**config.mk**
```make
export PLATFORM = sky130hd
export DESIGN_NAME = srio_link_monitor_flat
export DESIGN_NICKNAME = d
export VERILOG_FILES = /design/src/rtl/srio_link_monitor_if.sv /design/src/rtl/srio_link_monitor.sv /design/src/flat_wrapper.sv
export SDC_FILE = /design/constraint.sdc
export NUM_CORES = 1
export LEC_CHECK = 0
export BUFFER_PORTS_ARGS = -buffer_cell sky130_fd_sc_hd__clkbuf_2
export CAP_MARGIN = 20
export CELL_PAD_IN_SITES_DETAIL_PLACEMENT = 1
export CELL_PAD_IN_SITES_GLOBAL_PLACEMENT = 1
export CORE_MARGIN = 5
export CORE_UTILIZATION = 42
export CTS_CLUSTER_DIAMETER = 50
export CTS_CLUSTER_SIZE = 10
export DETAILED_ROUTE_END_ITERATION = 6
export PLACE_DENSITY_LB_ADDON = 0.1
export SLEW_MARGIN = 5
export SYNTH_ARGS = -nofsm -noshare
export SYNTH_HDL_FRONTEND = slang
export SYNTH_SLANG_ARGS = --single-unit
```
**constraint.sdc**
```tcl
create_clock -name sys_clk -period 2 [get_ports sys_clk]
set_input_delay 0.4 -clock sys_clk [delete_from_list [all_inputs] [get_ports sys_clk]]
set_output_delay 0.4 -clock sys_clk [all_outputs]
set_load 0.01 [all_outputs]
```
**src/rtl/srio_link_monitor_if.sv**
```systemverilog
// Status and statistics bundle between the SRIO example top and its link monitor.
// The master side drives raw status and clr_stats; the slave side is the monitor.
interface srio_link_monitor_if;
    logic        clk_lock_in;
    logic        port_initialized;
    logic        link_initialized;
    logic        mode_1x;
    logic        clr_stats;
    logic        link_up;
    logic        phy_reinit;
    logic [2:0]  state_o;
    logic [15:0] link_drop_cnt;
    logic [7:0]  timeout_cnt;
    logic [3:0]  led;

    modport master (
        output clk_lock_in, port_initialized, link_initialized, mode_1x, clr_stats,
        input  link_up, phy_reinit, state_o, link_drop_cnt, timeout_cnt, led
    );

    modport slave (
        input  clk_lock_in, port_initialized, link_initialized, mode_1x, clr_stats,
        output link_up, phy_reinit, state_o, link_drop_cnt, timeout_cnt, led
    );
endinterface

```
**src/rtl/srio_link_monitor.sv**
```systemverilog
// SRIO link bring-up monitor: synchronises and debounces raw PHY status, tracks
// bring-up with an FSM, pulses a PHY re-init on stalls, keeps drop/timeout stats.
module srio_link_monitor #(
    parameter int unsigned DEBOUNCE_CYCLES = 64,
    parameter int unsigned INIT_TIMEOUT    = 1000000,
    parameter int unsigned REINIT_CYCLES   = 16,
    parameter int unsigned BLINK_BIT       = 24
) (
    input  logic                 sys_clk,
    input  logic                 sys_rst,
    srio_link_monitor_if.slave   mon
);

    typedef enum logic [2:0] {
        S_LOCK   = 3'd0,
        S_PORT   = 3'd1,
        S_LINK   = 3'd2,
        S_UP     = 3'd3,
        S_REINIT = 3'd4
    } state_t;

    // Bit order: 0 = clk_lock, 1 = port, 2 = link, 3 = mode_1x
    logic [3:0] raw_status;
    logic [3:0] filt;

    assign raw_status = {mon.mode_1x, mon.link_initialized, mon.port_initialized, mon.clk_lock_in};

    generate
        for (genvar gi = 0; gi < 4; gi++) begin : g_filter
            logic        sync1_reg;
            logic        sync2_reg;
            logic        filt_reg;
            logic [15:0] deb_cnt_reg;

            always_ff @(posedge sys_clk) begin
                if (sys_rst) begin
                    sync1_reg   <= 1'b0;
                    sync2_reg   <= 1'b0;
                    filt_reg    <= 1'b0;
                    deb_cnt_reg <= 16'd0;
                end else begin
                    sync1_reg <= raw_status[gi];
                    sync2_reg <= sync1_reg;
                    // Only a run of DEBOUNCE_CYCLES consecutive disagreeing samples flips the bit
                    if (sync2_reg == filt_reg) begin
                        deb_cnt_reg <= 16'd0;
                    end else if (deb_cnt_reg == 16'(DEBOUNCE_CYCLES - 1)) begin
                        filt_reg    <= sync2_reg;
                        deb_cnt_reg <= 16'd0;
                    end else begin
                        deb_cnt_reg <= deb_cnt_reg + 16'd1;
                    end
                end
            end

            assign filt[gi] = filt_reg;
        end
    endgenerate

    logic f_clk_lock, f_port, f_link, f_mode_1x;
    assign f_clk_lock = filt[0];
    assign f_port     = filt[1];
    assign f_link     = filt[2];
    assign f_mode_1x  = filt[3];

    state_t      state_reg, state_next;
    logic [31:0] timer_reg, timer_next;
    logic [7:0]  reinit_cnt_reg, reinit_cnt_next;
    logic        drop_inc, timeout_inc, init_expired;

    assign init_expired = (timer_reg == 32'(INIT_TIMEOUT - 1));

    always_comb begin
        state_next = state_reg;
        drop_inc   = 1'b0;
        case (state_reg)
            S_LOCK: begin
                if (f_clk_lock)
                    state_next = S_PORT;
            end
            S_PORT: begin
                if (!f_clk_lock)
                    state_next = S_LOCK;
                else if (f_port)
                    state_next = S_LINK;
                else if (init_expired)
                    state_next = S_REINIT;
            end
            S_LINK: begin
                if (!f_clk_lock)
                    state_next = S_LOCK;
                else if (f_link && f_port)
                    state_next = S_UP;
                else if (!f_port)
                    state_next = S_PORT;
                else if (init_expired)
                    state_next = S_REINIT;
            end
            S_UP: begin
                if (!f_clk_lock) begin
                    state_next = S_LOCK;
                end else if (!f_port || !f_link) begin
                    state_next = S_PORT;
                    drop_inc   = 1'b1;
                end
            end
            S_REINIT: begin
                if (reinit_cnt_reg == 8'(REINIT_CYCLES - 1))
                    state_next = S_LOCK;
            end
            default: state_next = S_LOCK;
        endcase
    end

    assign timeout_inc = (state_next == S_REINIT) && (state_reg != S_REINIT);

    // The init timer spans S_PORT and S_LINK together, so a LINK->PORT fallback keeps it running
    always_comb begin
        timer_next      = 32'd0;
        reinit_cnt_next = 8'd0;
        if (state_reg == S_PORT || state_reg == S_LINK)
            timer_next = timer_reg + 32'd1;
        if (state_reg == S_REINIT)
            reinit_cnt_next = reinit_cnt_reg + 8'd1;
    end

    logic [15:0] link_drop_cnt_reg;
    logic [7:0]  timeout_cnt_reg;
    logic [31:0] free_cnt_reg;
    logic        link_up_reg;
    logic        phy_reinit_reg;
    logic [3:0]  led_reg;

    always_ff @(posedge sys_clk) begin
        if (sys_rst) begin
            state_reg         <= S_LOCK;
            timer_reg         <= 32'd0;
            reinit_cnt_reg    <= 8'd0;
            link_drop_cnt_reg <= 16'd0;
            timeout_cnt_reg   <= 8'd0;
            free_cnt_reg      <= 32'd0;
            link_up_reg       <= 1'b0;
            phy_reinit_reg    <= 1'b0;
            led_reg           <= 4'd0;
        end else begin
            state_reg      <= state_next;
            timer_reg      <= timer_next;
            reinit_cnt_reg <= reinit_cnt_next;
            free_cnt_reg   <= free_cnt_reg + 32'd1;

            if (mon.clr_stats)
                link_drop_cnt_reg <= 16'd0;
            else if (drop_inc && link_drop_cnt_reg != 16'hFFFF)
                link_drop_cnt_reg <= link_drop_cnt_reg + 16'd1;

            if (mon.clr_stats)
                timeout_cnt_reg <= 8'd0;
            else if (timeout_inc && timeout_cnt_reg != 8'hFF)
                timeout_cnt_reg <= timeout_cnt_reg + 8'd1;

            // Status outputs trail the state register by one cycle
            link_up_reg    <= (state_reg == S_UP);
            phy_reinit_reg <= (state_reg == S_REINIT);
            if (state_reg == S_REINIT)
                led_reg <= {4{free_cnt_reg[BLINK_BIT]}};
            else
                led_reg <= {f_clk_lock, (state_reg == S_UP), f_port, !f_mode_1x};
        end
    end

    logic unused_free_bits;
    assign unused_free_bits = ^free_cnt_reg;

    assign mon.state_o       = state_reg;
    assign mon.link_up       = link_up_reg;
    assign mon.phy_reinit    = phy_reinit_reg;
    assign mon.link_drop_cnt = link_drop_cnt_reg;
    assign mon.timeout_cnt   = timeout_cnt_reg;
    assign mon.led           = led_reg;

endmodule

```
**src/flat_wrapper.sv**
```systemverilog
// flat-port wrapper written by rule: the top's interface ports become plain ports
module srio_link_monitor_flat 
#(
    parameter int unsigned DEBOUNCE_CYCLES = 64,
    parameter int unsigned INIT_TIMEOUT    = 1000000,
    parameter int unsigned REINIT_CYCLES   = 16,
    parameter int unsigned BLINK_BIT       = 24
)
  (sys_clk, sys_rst, mon_clk_lock_in, mon_port_initialized, mon_link_initialized, mon_mode_1x, mon_clr_stats, mon_link_up, mon_phy_reinit, mon_state_o, mon_link_drop_cnt, mon_timeout_cnt, mon_led);
  srio_link_monitor_if mon_i ();
  input  logic sys_clk;
  input  logic sys_rst;
  input wire logic [$bits(mon_i.clk_lock_in)-1:0] mon_clk_lock_in;
  input wire logic [$bits(mon_i.port_initialized)-1:0] mon_port_initialized;
  input wire logic [$bits(mon_i.link_initialized)-1:0] mon_link_initialized;
  input wire logic [$bits(mon_i.mode_1x)-1:0] mon_mode_1x;
  input wire logic [$bits(mon_i.clr_stats)-1:0] mon_clr_stats;
  output wire logic [$bits(mon_i.link_up)-1:0] mon_link_up;
  output wire logic [$bits(mon_i.phy_reinit)-1:0] mon_phy_reinit;
  output wire logic [$bits(mon_i.state_o)-1:0] mon_state_o;
  output wire logic [$bits(mon_i.link_drop_cnt)-1:0] mon_link_drop_cnt;
  output wire logic [$bits(mon_i.timeout_cnt)-1:0] mon_timeout_cnt;
  output wire logic [$bits(mon_i.led)-1:0] mon_led;
  assign mon_i.clk_lock_in = mon_clk_lock_in;
  assign mon_i.port_initialized = mon_port_initialized;
  assign mon_i.link_initialized = mon_link_initialized;
  assign mon_i.mode_1x = mon_mode_1x;
  assign mon_i.clr_stats = mon_clr_stats;
  assign mon_link_up = mon_i.link_up;
  assign mon_phy_reinit = mon_i.phy_reinit;
  assign mon_state_o = mon_i.state_o;
  assign mon_link_drop_cnt = mon_i.link_drop_cnt;
  assign mon_timeout_cnt = mon_i.timeout_cnt;
  assign mon_led = mon_i.led;
  srio_link_monitor #(.DEBOUNCE_CYCLES(DEBOUNCE_CYCLES), .INIT_TIMEOUT(INIT_TIMEOUT), .REINIT_CYCLES(REINIT_CYCLES), .BLINK_BIT(BLINK_BIT)) u_core (.sys_clk(sys_clk), .sys_rst(sys_rst), .mon(mon_i));
endmodule
```
; Word-level counts from Yosys, hierarchy flattened
; Cells that the tools add are included.
[totals]
input_bits = 7
wordCells = 94
output_inout_bits = 33
regBits = 181
[classes]
reduce_logical = 21
n_eq_ne = 18
n_addsub = 9
mux = 15
bitwise = 6
[ops]
columns = operator, count
row1 = "16-bit by 1-bit adder with 16-bit output, second input constant", 5
row2 = "32-bit by 1-bit adder with 32-bit output, second input constant", 2
row3 = "16-bit by 6-bit == test with 1-bit output, second input constant", 4
row4 = "32-bit by 20-bit == test with 1-bit output, second input constant", 1
row5 = 3-bit two-way mux, 10
row6 = "8-bit by 1-bit adder with 8-bit output, second input constant", 2
row7 = "16-bit != test, second input constant", 1
row8 = 3-bit case mux with 5 select lines, 1
row9 = 3-bit OR reduction, 4
row10 = "8-bit by 4-bit == test with 1-bit output, second input constant", 1
row11 = "8-bit != test, second input constant", 1
row12 = 2-bit AND reduction, 4
row13 = "3-bit by 2-bit == test with 1-bit output, second input constant", 2
row14 = "3-bit == test, second input constant", 2
row15 = 1-bit NOT, 6
row16 = 2-bit OR reduction, 3
row17 = 1-bit == test, 4
row18 = 1-bit logical AND, 4
row19 = 4-bit two-way mux, 1
row20 = "3-bit by 1-bit == test with 1-bit output, second input constant", 1
row21 = 1-bit logical NOT, 3
row22 = 3-bit logical NOT, 1
row23 = 1-bit two-way mux, 3
row24 = "3-bit != test, second input constant", 1
row25 = 1-bit logical OR, 2

; Logic depth before layout (Yosys ltp)
[logic_depth]
ltp_word = 9
ltp_mapped = 7
mapped_depth_nobuf = 5

; Worst setup path before layout
; No wires, ideal clock.
[synth_timing]
kind = register -> register
start = reg u_core.timer_reg[0]
end = reg u_core.timeout_cnt_reg[2], in the netlist u_core.mon.timeout_cnt[2]
setup_time_ps = 72
period_less_slack_ps = 2129
stages_incl_launch_ff = 7
t_arrival_ps = 2057
t_required_ps = 1928
path_buffers = 1
slack_ps = -129
cell_sequence = dfxtp_1 > ha_1 > or4b_1 > or4_1 > buf_6 > nor4_1 > mux2i_1
[synth_between]
elab_chain_len = 9
word_cells_on_any_way = 11
classes_between = eq/ne (2) / mux (7) / reduce/logical (2)
[synth_rtl]
columns = element, line
row1 = "start, declared", srio_link_monitor.sv:67  ; logic [31:0] timer_reg, timer_next;
row2 = "start signal, assigned", srio_link_monitor.sv:147  ; timer_reg <= timer_next;
row3 = 32-bit by 20-bit == test with 1-bit output (*), srio_link_monitor.sv:71  ; assign init_expired = (timer_reg == 32'(INIT_TIMEOUT - 1));
row4 = 3-bit two-way mux (*), "srio_link_monitor.sv:86, srio_link_monitor.sv:96"
row5 = 3-bit two-way mux, srio_link_monitor.sv:94  ; else if (!f_port)
row6 = 3-bit two-way mux, srio_link_monitor.sv:92  ; else if (f_link && f_port)
row7 = 3-bit two-way mux, srio_link_monitor.sv:90  ; if (!f_clk_lock)
row8 = 3-bit case mux with 5 select lines (*), srio_link_monitor.sv:76  ; case (state_reg)
row9 = 3-bit == test (*), srio_link_monitor.sv:115  ; assign timeout_inc = (state_next == S_REINIT) && (state_reg != S_REINIT);
row10 = 1-bit logical AND (*), srio_link_monitor.sv:115
row11 = 1-bit logical AND (*), srio_link_monitor.sv:158  ; else if (timeout_inc && timeout_cnt_reg != 8'hFF)
row12 = "end signal, assigned", srio_link_monitor.sv:159  ; timeout_cnt_reg <= timeout_cnt_reg + 8'd1;
row13 = "end, declared", srio_link_monitor.sv:128  ; logic [7:0] timeout_cnt_reg;
; Every way passes the cells marked *; elsewhere a longest branch is shown, timed or not.
; A chain may end at the register's enable or synchronous reset.

; Worst setup path in the final report
[layout_timing]
start = reg u_core.timer_reg[10]
end = reg u_core.state_reg[2], in the netlist u_core.mon.state_o[2]
[layout_between]
elab_chain_len = 6
word_cells_on_any_way = 8
classes_between = eq/ne (1) / mux (7)
[layout_rtl]
columns = element, line
row1 = 32-bit by 20-bit == test with 1-bit output (*), srio_link_monitor.sv:71
row2 = 3-bit two-way mux (*), "srio_link_monitor.sv:86, srio_link_monitor.sv:96"
row3 = 3-bit two-way mux, srio_link_monitor.sv:94
row4 = 3-bit two-way mux, srio_link_monitor.sv:92
row5 = 3-bit two-way mux, srio_link_monitor.sv:90
row6 = 3-bit case mux with 5 select lines (*), srio_link_monitor.sv:76
row7 = "end signal, assigned", srio_link_monitor.sv:146  ; state_reg <= state_next;
row8 = "end, declared", srio_link_monitor.sv:66  ; state_t state_reg, state_next;
; Marks and branches as above.

==> Implementation_results.wiki <==
{| class="wikitable"
! Metric !! Value
|-
| Run status || finished, violations left
|-
| Violated checks || setup timing
|-
| Total count of hold-check failures in the final report || 0
|-
| CTS Buf Count || 17
|-
| Post-CTS setup buffers || 0
|-
| Final sum of negative setup slack || -0.415 ns
|-
| Detailed Route Iter0 Violations || 270
|-
| Placed wire-length estimate || 14600 um
|-
| First-pass iteration count of the detailed router || 4
|-
| Number of sinks handled by clock tree synthesis || 174
|-
| Final max-slew violation count || 0
|-
| Worst IR Drop VDD || 0.661 mV
|-
| GRT Residual Overflow || 0
|-
| Max cap viols || 0
|-
| Fill cell total of the finished layout || 2190
|-
| DRC errors left || 0
|-
| Share of the synthesized area in the top cell type || 43.6%
|-
| Area taken by flip-flops and latches || 3490 um^2
|-
| Port buffer count || 39
|-
| Setup clock skew after layout || 0.00860 ns
|-
| Synthesized net count || 946
|-
| Antenna violations before repair || 0
|-
| LEAKAGE || 3.25 nW
|-
| Post-DRT Antenna Nets || 0
|-
| Placement row count || 50
|-
| Critical path arrival || 2.44 ns
|-
| Clock transition at path regs || 0.07 ns
|-
| Post-Place Cells || 1215
|-
| Crit Path Max Fanout || 10
|-
| Worst hold path cell count || 2
|-
| Total wirelength of the detailed-routed design || 20700 um
|-
| Area added between synthesis and finish || 19.9%
|-
| Power Density || 749 nW/um^2
|-
| Weighted congestion at the end of routability-driven global placement || 0.833
|-
| Endpoint class of the critical path || flip-flop
|-
| Final Worst Setup Slack || -0.0806 ns
|-
| Global-route wire length before repair || 35200 um
|-
| Final cell count without fillers || 1248
|-
| Worst r2r path cells || 5
|-
| Setup slack of the most critical reg-to-reg path || -0.08 ns
|-
| # setup viols final || 8
|-
| Min-Delay Startpoint || mon_link_initialized
|-
| Cells after synthesis || 930
|-
| Actual slew at the worst max-slew pin || 0.714 ns
|-
| Max-slew headroom at the worst pin || 52.1%
|-
| Initial standard-cell utilization of the core || 42.7%
|-
| Setup repair after global routing missed its margin || yes
|-
| Number of warnings printed during yosys synthesis || 0
|-
| Instance area at placement || 8780 um^2
|-
| Crit path launch type || flip-flop
|-
| Total via count in the routed design || 7060
|-
| CP Class || reg -> reg
|-
| Flip-flop count of the largest register, all copies and words added || 64
|-
| Total number of H-tree levels || 4
|-
| Final Critical Period || 2.08 ns
|-
| Main synth FF type || sky130_fd_sc_hd__dfxtp_1
|-
| Synthesized area || 7980 um^2
|-
| Cell with the most instances after synthesis || sky130_fd_sc_hd__dfxtp_1
|-
| Core Box Area || 18700 um^2
|-
| Endpoint of the lowest-slack register-to-register path || u_core.mon.state_o[2]$_SDFF_PP0_
|-
| Required time at the worst-slack endpoint || 2.36 ns
|-
| Pin count of the biggest net entering global routing || 49
|-
| Total area of multi-input combinational cells || 4380 um^2
|-
| Die height || 148 um
|-
| Launching element of the worst setup path || u_core.timer_reg[10]$_SDFF_PP0_
|-
| Distinct cell type count of the synthesized netlist || 51
|-
| Post-synthesis sequential element count || 174
|-
| Io pins || 40
|-
| Maximum achievable frequency || 0.481 GHz
|-
| Clock Path Buffers || 2
|-
| Horizontal die dimension || 148 um
|-
| Synth top cells by count || sky130_fd_sc_hd__dfxtp_1 (174), sky130_fd_sc_hd__nor2_1 (103), sky130_fd_sc_hd__nand2_1 (69), sky130_fd_sc_hd__a21oi_1 (54), sky130_fd_sc_hd__nand3_1 (50)
|-
| EDFF count, synth || 0
|-
| HP Class || in -> reg
|-
| R2r startpoint || u_core.timer_reg[10]$_SDFF_PP0_
|-
| Hold EP || u_core.g_filter[2].sync1_reg$_SDFF_PP0_
|-
| Die footprint || 21900 um^2
|-
| Worst-Skew Late Latency || 0.43 ns
|-
| Cell types occupying the most area after synthesis || sky130_fd_sc_hd__dfxtp_1 (44%), sky130_fd_sc_hd__nor2_1 (4.8%), sky130_fd_sc_hd__xnor2_1 (4.4%), sky130_fd_sc_hd__xor2_1 (4.1%), sky130_fd_sc_hd__nand4_1 (3.4%)
|-
| CTS hold repair buffers || 0
|-
| Avg Synthesized Cell Area || 8.58 um^2
|-
| Post-placement worst setup slack || -0.118 ns
|-
| Utilization after layout || 51.2%
|-
| Ant diodes || 0
|-
| Portion of the post-synthesis area used by sequential elements || 43.6%
|-
| Clock root buffer master || sky130_fd_sc_hd__clkbuf_16
|-
| Final net count || 1018
|-
| Global router's overall resource usage || 19.1%
|-
| Dominant cell type by area after synthesis || sky130_fd_sc_hd__dfxtp_1
|-
| Vias in the first global route || 7338
|-
| Design Area, Final || 9580 um^2
|-
| DR WL/cell || 16.6 um
|-
| Share of the cycle needed by the critical path after routing || 104%
|-
| Share of flip-flops with an asynchronous set or reset after synthesis || 0%
|-
| Share of layout cells above drive strength 1 || 16.5%
|-
| TritonCTS clock tree || yes
|-
| Routed via count divided by cell count || 5.66
|}
-- timing repair --
action	4_1_cts	5_1_grt
pin swaps	2	4
gates resized for setup	13	13
gates cloned	0	1
hold endpoints to repair	0	0
setup endpoints to repair	16	37
-- power breakdown --
part	internal (W)	leakage (nW)	switching, W
Sequential	0.00348	1.41	0.00000960
Clock	0.00216	0.298	0.00141
Combinational	0.0000458	1.54	0.0000661
-- kinds of logic (layout without fill, tap and decap cells) --
group	count (synthesis)	count (layout)	synth area share, %
AO/OA/AOI/OAI	122	122	9.01
adder cells (fa/ha/maj)	9	9	1.41
buffers and inverters	67	151	3.45
flip-flops	174	174	43.6
XOR/XNOR	77	77	8.45
multiplexers	22	22	2.84
AND/OR/NAND/NOR	459	459	31.2
-- worst max path at each step --
stage | depth (start not counted) | end | slack, ns
CTS | 5 | u_core.mon.timeout_cnt[0]$_SDFFE_PP0P_ | -0.07
detailed placement | 5 | u_core.mon.timeout_cnt[6]$_SDFFE_PP0P_ | -0.12
global route | 6 | u_core.mon.timeout_cnt[7]$_SDFFE_PP0P_ | -0.15
global placement | 6 | u_core.mon.timeout_cnt[6]$_SDFFE_PP0P_ | -0.03
finish | 5 | u_core.mon.state_o[2]$_SDFF_PP0_ | -0.08
floorplan | 6 | u_core.mon.timeout_cnt[2]$_SDFFE_PP0P_ | 0.03
-- area by class of cell --
| cell class | instances | share of cell area [%] |
|---|---|---|
| Multi-Input combinational cell | 689 | 45.8 |
| Inverter | 25 | 0.980 |
| Clock inverter | 12 | 1.89 |
| Timing Repair Buffer | 95 | 7.13 |
| Clock buffer | 19 | 4.73 |
| Tap cell | 234 | 3.06 |
| Sequential cell | 174 | 36.4 |
-- cells in the final DEF, fill, tap and decap left out, drive strengths merged, types with 4 or more instances in the layout --
cell type / instances
nor2b: 15
and3: 13
nor4: 21
xnor2: 40
and4: 19
o31ai: 23
or2: 7
or4b: 4
mux2i: 17
nor3: 25
and2: 12
nand2: 69
dfxtp: 174
inv: 28
nand4: 45
a21oi: 54
buf: 55
nand3: 50
o21ai: 32
xor2: 37
or4: 33
nor2: 103
or3: 35
clkbuf: 59
bufinv: 4
mux2: 5
clkinvlp: 4
ha: 9
-- critical path, stage by stage (launching register included) --
cell and delay [ns]:
sky130_fd_sc_hd__dfxtp_1 0.32, sky130_fd_sc_hd__or4_1 0.54, sky130_fd_sc_hd__or4_4 0.52, sky130_fd_sc_hd__buf_12 0.18, sky130_fd_sc_hd__or3_1 0.31, sky130_fd_sc_hd__a21oi_1 0.14
-- metrics by stage --
stage / hold slack, ns / total power (W)
global placement: 0.419 / 0.00367
CTS: 0.176 / 0.00728
global route: 0.203 / 0.00743
detailed placement: 0.440 / 0.00368
floorplan: 0.413 / 0.00363
finish: 0.187 / 0.00717
-- layer usage --
| layer | vias to the layer above | global-route usage (%) | wire length (um) |
|---|---|---|---|
| met3 | 17 | 4.11 | 675 |
| met5 | - | 0 | 0 |
| met2 | 86 | 34.0 | 10400 |
| met1 | 3467 | 23.5 | 9380 |
| li1 | 3490 | - | - |
| met4 | 0 | 5.27 | 241 |
Note: power is estimated with default switching activity, not from simulation.
